===== src/rtl/fetch_unit_l5_pkg.sv =====
// Shared fetch definitions: memory request/response shapes, buffer entry layout
// and sequence-number age arithmetic used by the fetch unit and its buffer.
package fetch_unit_l5_pkg;

    localparam logic [31:0] P_RST_ADDR = 32'h0000_0200;

    // Drop counter width; sized well above any realistic number of abandoned requests.
    localparam int unsigned DROP_W = 8;

    typedef struct packed {
        logic [31:0] addr;
    } mem_req_t;

    typedef struct packed {
        logic [31:0] data;
    } mem_resp_t;

    typedef struct packed {
        logic [31:0] pc;
        logic [31:0] inst;
    } fetch_entry_t;

    // Distance from older to younger in a wrapping sequence space of 'bits' bits.
    function automatic logic [31:0] seq_age(input logic [31:0] younger,
                                            input logic [31:0] older,
                                            input int unsigned bits);
        logic [31:0] mask;
        mask = (bits >= 32) ? 32'hFFFF_FFFF : ((32'd1 << bits) - 32'd1);
        return (younger - older) & mask;
    endfunction

endpackage


===== src/rtl/fetch_buffer.sv =====
// Circular fetch buffer: entries are reserved when a request is accepted, filled
// in order as responses return, and popped from the head once they hold data.
module fetch_buffer
    import fetch_unit_l5_pkg::*;
#(
    parameter  int unsigned p_depth = 2,
    localparam int unsigned AW      = $clog2(p_depth),
    localparam int unsigned CW      = $clog2(p_depth) + 1
) (
    input  logic          clk,
    input  logic          rst_n,
    input  logic          flush,
    input  logic          reserve,
    input  logic [31:0]   reserve_pc,
    input  logic          fill,
    input  logic [31:0]   fill_data,
    input  logic          pop,
    output logic          full,
    output logic          empty,
    output logic [CW-1:0] pend_cnt,
    output logic          head_valid,
    output fetch_entry_t  head
);

    logic [AW-1:0]      head_ptr;
    logic [AW-1:0]      tail_ptr;
    logic [AW-1:0]      fill_ptr;
    logic [CW-1:0]      count;
    logic [CW-1:0]      pend_q;
    logic [p_depth-1:0] data_valid;
    fetch_entry_t       entries [p_depth];

    always_ff @(posedge clk or negedge rst_n) begin
        if (!rst_n) begin
            head_ptr   <= '0;
            tail_ptr   <= '0;
            fill_ptr   <= '0;
            count      <= '0;
            pend_q     <= '0;
            data_valid <= '0;
        end else if (flush) begin
            head_ptr   <= '0;
            tail_ptr   <= '0;
            fill_ptr   <= '0;
            count      <= '0;
            pend_q     <= '0;
            data_valid <= '0;
        end else begin
            if (reserve) begin
                data_valid[tail_ptr] <= 1'b0;
                tail_ptr             <= tail_ptr + AW'(1);
            end
            // A fill may land on the entry reserved this same cycle; the later write wins.
            if (fill) begin
                data_valid[fill_ptr] <= 1'b1;
                fill_ptr             <= fill_ptr + AW'(1);
            end
            if (pop) begin
                head_ptr <= head_ptr + AW'(1);
            end
            count  <= count + CW'(reserve) - CW'(pop);
            pend_q <= pend_q + CW'(reserve) - CW'(fill);
        end
    end

    always_ff @(posedge clk) begin
        if (reserve && !flush) begin
            entries[tail_ptr].pc <= reserve_pc;
        end
        if (fill && !flush) begin
            entries[fill_ptr].inst <= fill_data;
        end
    end

    assign full       = (count == CW'(p_depth));
    assign empty      = (count == '0);
    assign pend_cnt   = pend_q;
    assign head_valid = data_valid[head_ptr];
    assign head       = entries[head_ptr];

endmodule


===== src/rtl/fetch_unit_l5.sv =====
// Instruction fetch unit: issues sequential word fetches, buffers in-order
// responses, hands instructions to decode with sequence numbers, and redirects on squash.
module fetch_unit_l5
    import fetch_unit_l5_pkg::*;
#(
    parameter int unsigned p_seq_num_bits = 5,
    parameter logic [31:0] p_rst_addr     = P_RST_ADDR,
    parameter int unsigned p_buf_depth    = 2
) (
    input  logic                      clk,
    input  logic                      rst,
    output logic                      mem_req_val,
    input  logic                      mem_req_rdy,
    output logic [31:0]               mem_req_addr,
    input  logic                      mem_resp_val,
    output logic                      mem_resp_rdy,
    input  logic [31:0]               mem_resp_data,
    output logic                      d_val,
    input  logic                      d_rdy,
    output logic [31:0]               d_inst,
    output logic [31:0]               d_pc,
    output logic [p_seq_num_bits-1:0] d_seq_num,
    input  logic                      squash_val,
    input  logic [31:0]               squash_target,
    input  logic [p_seq_num_bits-1:0] squash_seq_num,
    input  logic                      commit_val,
    input  logic [p_seq_num_bits-1:0] commit_seq_num
);

    localparam int unsigned SW        = p_seq_num_bits;
    localparam int unsigned CW        = $clog2(p_buf_depth) + 1;
    localparam logic [31:0] SEQ_LIMIT = (32'd1 << SW) - 32'd1;

    logic              run_q;
    logic [31:0]       fetch_pc;
    logic [DROP_W-1:0] drop_cnt;
    logic [DROP_W-1:0] drop_total;
    logic [DROP_W-1:0] drop_on_squash;
    logic              drop_ok;
    logic [SW-1:0]     seq_next;
    logic [SW-1:0]     seq_oldest;
    logic [31:0]       in_flight;
    logic              inflight_ok;

    logic              buf_full;
    logic              buf_empty;
    logic              head_valid;
    fetch_entry_t      head;
    logic [CW-1:0]     pend_cnt;

    logic              req_fire;
    logic              resp_drop;
    logic              resp_fill;
    logic              pop;
    mem_req_t          req;
    mem_resp_t         resp;
    logic              unused_inputs;

    assign in_flight   = seq_age(32'(seq_next), 32'(seq_oldest), SW);
    assign inflight_ok = (in_flight < SEQ_LIMIT);

    // Stop issuing once half the drop range is consumed so a later squash cannot overflow it.
    assign drop_ok = !drop_cnt[DROP_W-1];

    // run_q holds requests off while reset is asserted and for the cycle it releases.
    assign mem_req_val  = run_q && !buf_full && !squash_val && drop_ok;
    assign req.addr     = fetch_pc;
    assign mem_req_addr = req.addr;
    assign req_fire     = mem_req_val && mem_req_rdy;

    assign mem_resp_rdy = 1'b1;
    assign resp.data    = mem_resp_data;
    assign resp_drop    = mem_resp_val && (drop_cnt != '0);
    assign resp_fill    = mem_resp_val && (drop_cnt == '0) && !squash_val
                          && ((pend_cnt != '0) || req_fire);

    assign d_val     = !buf_empty && head_valid && !squash_val && inflight_ok;
    assign d_inst    = head.inst;
    assign d_pc      = head.pc;
    assign d_seq_num = seq_next;
    assign pop       = d_val && d_rdy;

    // Everything still owed by memory, minus a response that lands in the squash cycle.
    assign drop_total     = drop_cnt + DROP_W'(pend_cnt);
    assign drop_on_squash = (mem_resp_val && (drop_total != '0)) ? drop_total - DROP_W'(1)
                                                                 : drop_total;

    assign unused_inputs = ^{commit_seq_num, squash_target[1:0]};

    fetch_buffer #(
        .p_depth(p_buf_depth)
    ) u_fetch_buffer (
        .clk       (clk),
        .rst_n     (rst),
        .flush     (squash_val),
        .reserve   (req_fire),
        .reserve_pc(fetch_pc),
        .fill      (resp_fill),
        .fill_data (resp.data),
        .pop       (pop),
        .full      (buf_full),
        .empty     (buf_empty),
        .pend_cnt  (pend_cnt),
        .head_valid(head_valid),
        .head      (head)
    );

    always_ff @(posedge clk or negedge rst) begin
        if (!rst) begin
            run_q      <= 1'b0;
            fetch_pc   <= p_rst_addr;
            drop_cnt   <= '0;
            seq_next   <= '0;
            seq_oldest <= '0;
        end else begin
            run_q <= 1'b1;
            if (squash_val) begin
                fetch_pc <= {squash_target[31:2], 2'b00};
                drop_cnt <= drop_on_squash;
                seq_next <= squash_seq_num + SW'(1);
            end else begin
                if (req_fire) begin
                    fetch_pc <= fetch_pc + 32'd4;
                end
                if (resp_drop) begin
                    drop_cnt <= drop_cnt - DROP_W'(1);
                end
                if (pop) begin
                    seq_next <= seq_next + SW'(1);
                end
            end
            if (commit_val) begin
                seq_oldest <= seq_oldest + SW'(1);
            end
        end
    end

endmodule

===== config.mk =====
export PLATFORM = sky130hd
export DESIGN_NAME = fetch_unit_l5
export DESIGN_NICKNAME = d
export VERILOG_FILES = /design/src/rtl/fetch_unit_l5_pkg.sv /design/src/rtl/fetch_buffer.sv /design/src/rtl/fetch_unit_l5.sv
export SDC_FILE = /design/constraint.sdc
export NUM_CORES = 1
export LEC_CHECK = 0
export CAP_MARGIN = 10
export CORE_MARGIN = 5
export CORE_UTILIZATION = 51
export DETAILED_ROUTE_END_ITERATION = 7
export PLACE_DENSITY = 0.81
export SLEW_MARGIN = 20
export SYNTH_ARGS = -nofsm -noshare
export SYNTH_HDL_FRONTEND = slang
export SYNTH_SLANG_ARGS = --single-unit

===== constraint.sdc =====
create_clock -name clk -period 3.48 [get_ports clk]
set_input_delay 0.696 -clock clk [delete_from_list [all_inputs] [get_ports clk]]
set_output_delay 0.696 -clock clk [all_outputs]
set_load 0.05 [all_outputs]

==> impl_metrics.csv, run 1 <==
group,metric,value,unit
status,status,"finished clean",
sta,rsz0062_at_grt,"no",
worst_setup_path,endpoint_kind,"primary output",
final_layout,final_net_count,911,
worst_setup_path,path_max_fanout,3,
place,dp_hpwl,14120,um
routing,drc,0,
sta,final_hold_viol_count,0,
pwr,p_leak,3.995,nW
final_layout,finish.utilization,0.6837,
final_layout,area_delta_synth_final,31.24,%
sta,relSlewSlack,0.5693,
cts,cts_made_buffers,17,
cts,root_buffer,"clkbuf_16",
synth,synth-edff-count,124,
worst_setup_path,reg2reg_from,"d_seq_num[0]",
place,placed_cells,1009,
global_route,grt_pass1_vias,5894,
floorplanning,dieHeight,137.6,um
final_layout,stdcell_count,1042,
worst_setup_path,crit_required,2780,ps
global_route,grt_overflow,0,
routing,drt-initial-drc-count,395,
sta,fin_tns_setup,0,ps
global_route,antenna_found_initial,2,
floorplanning,fp-row-count,46,
cts,clock-sinks,182,
synth,yosys_warnings,0,
global_route,grt_max_degree,41,
worst_setup_path,crit_type,"reg2out",
synth,yosysSeqAreaShare,0.6232,
synth,synth_area_per_cell,13.18,um2
sta,period_share,0.8795,
floorplanning,die-area,0.01894,mm2
min_path,hp-class,"in2async",
global_route,grt.total_usage,0.2090,
place,portBuffers,172,
synth,synthCells,630,
worst_setup_path,crit_arrival,2360,ps
sta,setup_violations,0,
pwr,powerDensity,526.9,mW/mm2
routing,drt_first_pass_iters,5,
synth,async_flop_share,0.3187,
place,routabilityCongestion,0.8769,
synth,ys.flop_type,"edfxtp_1",
cts,cts_post_setup_buffers_inserted,0,
sta,timing_max_transition_violations_final,0,
sta,skew,11.04,ps
cts,post_cts_resized,0,
cts,cts_tree,"yes",
cts,cts.hold.buffers_added,0,
floorplanning,start_util,0.5210,
routing,drt.antenna.violating_nets,0,
pwr,p_total,5.744,mW
cts,clock_latency,420,ps
cts,clk_pin_slew,60,ps
worst_setup_path,crit_start,"d_seq_num[0]",
final_layout,final_layout_size_suffix_gt1_frac,0.1612,
routing,via_per_inst,5.585,
worst_setup_path,start_kind,"register",
floorplanning,core-area,0.01594,mm2
sta,fin_crit,3061,ps
synth,ys_seq_elements,182,
synth,syn_area,0.008305,mm2
routing,wl_per_cell,18.67,um
sta,worstMarginPinSlew,643.7,ps
floorplanning,io_pins,185,
routing,routed_wl,19450,um
cts,htree_levels,4,
sta,clock.fmax,0.3267,GHz
cts,ctsLongestPathBuffers,2,
routing,num_vias,5820,
floorplanning,fp.dieW,137.6,um
job,drv_cap,0,
synth,synth_cell_type_count,62,
pwr,ir_worst_vdd,0.4009,mV
global_route,grt_pass1_wl,30520,um
==> synth_stat cells, types with 3 or more instances <==
| cell type | instances | area (um2) |
|---|---|---|
| and3_1 | 9 | 56.30 |
| nand4_1 | 8 | 50.05 |
| mux2_2 | 67 | 754.5 |
| dfrtp_1 | 57 | 1426 |
| nand3_1 | 20 | 100.1 |
| o311ai_1 | 5 | 43.79 |
| a221o_1 | 13 | 130.1 |
| o311ai_0 | 5 | 43.79 |
| a21oi_1 | 13 | 65.06 |
| nand4b_1 | 3 | 26.28 |
| and2_1 | 4 | 25.02 |
| buf_4 | 7 | 52.55 |
| nor2b_1 | 6 | 37.54 |
| o21ai_1 | 5 | 25.02 |
| ha_1 | 16 | 200.2 |
| o211ai_1 | 3 | 22.52 |
| a31o_2 | 3 | 26.28 |
| nor3b_1 | 8 | 60.06 |
| nand2_1 | 62 | 232.7 |
| o21ai_0 | 28 | 140.1 |
| xnor2_1 | 19 | 166.4 |
| nor3_1 | 16 | 80.08 |
| edfxtp_1 | 124 | 3724 |
| inv_1 | 22 | 82.58 |
| nor4_1 | 3 | 18.77 |
| clkbuf_1 | 19 | 71.32 |
| xor2_1 | 11 | 96.34 |
| nor2_1 | 28 | 105.1 |
| or2_2 | 3 | 18.77 |
==> path summary, 6_finish.rpt <==
path,end,slack [ps],depth (start not counted)
max,d_val,420,8
min,drop_cnt[4],240,1
max reg2reg,u_fetch_buffer.count[1],570,15
min reg2reg,seq_oldest[4],500,1
max in group asynchronous,mem_req_addr[9],2500,2
min in group clk,seq_oldest[4],500,1
==> per-stage QoR <==
stage          area, um2  worst slack (ps)  hold slack (ps)
2_1_floorplan       8323             178.0            400.4
3_3_place_gp       10320             728.9            486.3
3_5_place_dp       10320             579.8            488.7
4_1_cts            10900             414.3            252.0
5_1_grt            10900             316.3            283.6
6_report           10900             419.3            243.6
==> flip-flops by register name (all words and copies together), names as in the netlist <==
name and count:
d_seq_num 5, drop_cnt 8, mem_req_addr 30, run_q 1, seq_oldest 5, u_fetch_buffer.count 2, u_fetch_buffer.data_valid 2, u_fetch_buffer.entries 124
u_fetch_buffer.fill_ptr 1, u_fetch_buffer.head_ptr 1, u_fetch_buffer.pend_cnt 2, u_fetch_buffer.tail_ptr 1
==> cells by family (layout without fill, tap and decap cells) <==
group	Yosys count	after routing	share of synthesized area
AO/OA/AOI/OAI	90	90	0.07382
AND/OR/NAND/NOR	186	186	0.1187
buffers and inverters	52	243	0.02772
other	2	7	0.0009042
multiplexers	70	70	0.09506
XOR/XNOR	30	30	0.03164
flip-flops	182	182	0.6232
adder cells (fa/ha/maj)	18	18	0.02892
==> cell usage in the layout (no fill, tap or decap), types with 6 or more instances in the layout <==
master / count
dfrtp_1: 56
nand4_1: 8
edfxtp_1: 124
buf_4: 14
inv_1: 22
nor2_1: 27
mux2_2: 67
clkdlybuf4s50_1: 169
nand2_1: 62
ha_1: 16
and3_1: 9
nand3_1: 20
a221o_1: 13
nor3_1: 16
o21ai_0: 28
conb_1: 6
xnor2_1: 19
clkbuf_16: 17
xor2_1: 11
nor2b_1: 6
nor3b_1: 8
a21oi_1: 13
==> worst max-delay path, stage by stage, from the launching register on <==
cell and delay (ps):
dfrtp_1 400, inv_1 100, ha_1 170, inv_1 50, fa_1 380, xor2_1 190
nand4b_1 160, o31a_1 300, buf_4 200
==> per-layer routing <==
| metal | global-route usage | wire length [um] | vias up |
|---|---|---|---|
| met2 | 0.3571 | 10090 | 194 |
| met3 | 0.03689 | 1098 | 42 |
| li1 | - | - | 2706 |
| met4 | 0.1025 | 663 | 2 |
| met5 | 0 | 14 | - |
| met1 | 0.2559 | 7592 | 2876 |
==> power by group <==
part	internal, mW	switching (mW)
combinational	0.507	0.684
sequential	2.48	0.223
clock	1.08	0.770
total	4.07	1.68
==> cell type report <==
| class | count | area (um2) |
|---|---|---|
| Antenna cell | 1 | 2.502 |
| Fill cell | 1142 | 5042 |
| Tap cell | 216 | 270.3 |
| Multi-Input combinational cell | 400 | 2922 |
| Clock inverter | 10 | 121.4 |
| Inverter | 23 | 86.33 |
| Sequential cell | 182 | 5177 |
| Timing Repair Buffer | 188 | 1867 |
| Clock buffer | 22 | 454.2 |
No activity file was read; power rests on OpenSTA's default activity.
==> run 2: changes to the inputs <==
--- a/config.mk
+++ b/config.mk
@@ -9,6 +9,8 @@
 export CORE_MARGIN = 5
 export CORE_UTILIZATION = 51
 export DETAILED_ROUTE_END_ITERATION = 7
+export GPL_ROUTABILITY_DRIVEN = 0
+export MAX_ROUTING_LAYER = met4
 export PLACE_DENSITY = 0.81
 export SLEW_MARGIN = 20
 export SYNTH_ARGS = -nofsm -noshare
==> run 2 against run 1 <==
Compared with the run above: non-clock buffer count is 1 lower; fmax grew 2.2%; sequential cell count unchanged; highest routed layer is now met4; total power grew 2.2%; global-route usage grew 0.83 points; critical path depth did not move; worst hold slack improved by 40 ps; clock skew fell by 0.96 ps.
==> impl_metrics.csv, run 2 (synthesis gave the netlist of run 1 again) <==
group,metric,value,unit
cts,ctsLongestPathBuffers,2,
sta,worstMarginPinSlew,629.5,ps
worst_setup_path,crit_family,"adder cells",
worst_setup_path,start_kind,"register",
pwr,ir_worst_vdd,0.3228,mV
worst_setup_path,path_max_fanout,3,
floorplanning,die-area,0.01894,mm2
sta,relSlewSlack,0.5804,
place,dp_hpwl,13940,um
routing,drc,0,
cts,cts_tree,"yes",
final_layout,largest_reg_flops,124,
cts,cts_made_buffers,17,
sta,setup_violations,0,
floorplanning,start_util,0.5210,
final_layout,layout_common_cells,"clkdlybuf4s50_1 (169), edfxtp_1 (124), mux2_2 (67), nand2_1 (62), dfrtp_1 (56)",
min_path,hp-class,"in2async",
final_layout,final_layout_size_suffix_gt1_frac,0.1626,
sta,whs,283.8,ps
routing,via_per_inst,5.632,
final_layout,area_delta_synth_final,31.77,%
worst_setup_path,crit_required,2780,ps
global_route,grt_pass1_vias,5937,
cts,htree_levels,4,
sta,period_share,0.8604,
cts,root_buffer,"clkbuf_16",
final_layout,final_net_count,910,
sta,skew,10.08,ps
sta,fin_tns_setup,0,ps
global_route,grt_max_degree,57,
worst_setup_path,endpoint_kind,"primary output",
pwr,powerDensity,536.5,mW/mm2
global_route,antenna_found_initial,2,
cts,cts_post_setup_buffers_inserted,0,
routing,routed_wl,19680,um
cts,clk_pin_slew,70,ps
routing,drt.antenna.violating_nets,0,
final_layout,max_flop_register,"u_fetch_buffer.entries",
routing,num_vias,5869,
place,portBuffers,172,
cts,cts.hold.buffers_added,0,
floorplanning,io_pins,185,
status,status,"finished clean",
cts,clock-sinks,182,
global_route,grt_pass1_wl,30880,um
floorplanning,core-area,0.01594,mm2
sta,clock.fmax,0.3340,GHz
routing,drt-initial-drc-count,425,
final_layout,n_fill_cell,1129,
worst_setup_path,crit_buf_inv,3,
sta,rsz0062_at_grt,"no",
final_layout,layout_commonest_cell,"clkdlybuf4s50_1",
worst_setup_path,slowest_stage,"dfrtp_1",
floorplanning,fp.dieW,137.6,um
global_route,grt_overflow,0,
pwr,p_leak,4.024,nW
worst_setup_path,max_stage_delay,400,ps
worst_setup_path,crit_type,"reg2out",
floorplanning,dieHeight,137.6,um
worst_setup_path,timing.critical_path.cells,"inv_1, ha_1, inv_1, fa_1, xor2_1, nand4b_1, o31a_1, buf_4",
sta,fin_crit,2994,ps
sta,final_hold_viol_count,0,
cts,clock_latency,420,ps
job,drv_cap,0,
worst_setup_path,crit_arrival,2300,ps
floorplanning,fp-row-count,46,
routing,drt_first_pass_iters,7,
worst_setup_path,path_common_cell,"inv_1",
global_route,grt.total_usage,0.2173,
cts,post_cts_resized,0,
routing,wl_per_cell,18.88,um
sta,timing_max_transition_violations_final,0,
run 2: through the flow:
step / setup slack (ps) / power (mW) / area, um2 / utilization / cells
after global placement: 731.7 / 3.850 / 10310 / 0.6470 / 1008
after detailed placement: 631.3 / 3.914 / 10310 / 0.6470 / 1008
final: 485.7 / 5.871 / 10940 / 0.6865 / 1042
after global routing: 380.5 / 6.135 / 10940 / 0.6865 / 1042
after floorplan: 178.0 / 3.515 / 8323 / - / 634
after CTS: 476.1 / 5.903 / 10940 / 0.6860 / 1040
run 2: report_power, final:
| group | switching [mW] | internal (mW) |
|---|---|---|
| logic | 0.675 | 0.507 |
| registers | 0.219 | 2.48 |
| clock network | 0.808 | 1.19 |
run 2: path summary, 6_finish.rpt:
| check | startpoint | endpoint | slack [ps] | cells past startpoint |
|---|---|---|---|---|
| worst min-delay path | rst | drop_cnt[7] | 280 | 1 |
| max in group asynchronous | rst | u_fetch_buffer.head_ptr | 2610 | 2 |
| worst max register to register | d_seq_num[0] | u_fetch_buffer.count[1] | 610 | 15 |
| min in group clk | seq_oldest[4] | seq_oldest[4] | 490 | 1 |
| worst max-delay path | d_seq_num[0] | d_val | 490 | 8 |
| worst min register to register | seq_oldest[4] | seq_oldest[4] | 490 | 1 |
run 2: final cells by class:
cell class / count / area, um2 / share of cell area
timing repair buffer: 187 / 1862 / 0.1701
sequential: 182 / 5177 / 0.4731
clock buffer: 21 / 460.4 / 0.04207
multi-input combinational: 400 / 2922 / 0.2669
inverter: 23 / 86.33 / 0.007888
antenna: 2 / 5.005 / 0.0004573
clock inverter: 11 / 161.4 / 0.01475
tap: 216 / 270.3 / 0.02469
run 2: metal layers:
metal / up-vias / part of all wire / track usage
met4: 0 / 0.024 / 0.08925
met1: 2906 / 0.38 / 0.2626
li1: 2707 / - / -
met2: 218 / 0.53 / 0.3671
met5: - / 0 / -
met3: 38 / 0.062 / 0.03178
==> run 3: changes to the inputs <==
--- a/config.mk
+++ b/config.mk
@@ -12,6 +12,7 @@
 export GPL_ROUTABILITY_DRIVEN = 0
 export MAX_ROUTING_LAYER = met4
 export PLACE_DENSITY = 0.81
+export SKIP_LAST_GASP = 1
 export SLEW_MARGIN = 20
 export SYNTH_ARGS = -nofsm -noshare
 export SYNTH_HDL_FRONTEND = slang
==> results of run 3 <==
No change in the layout: final DEF, timing and power equal those of run 2.
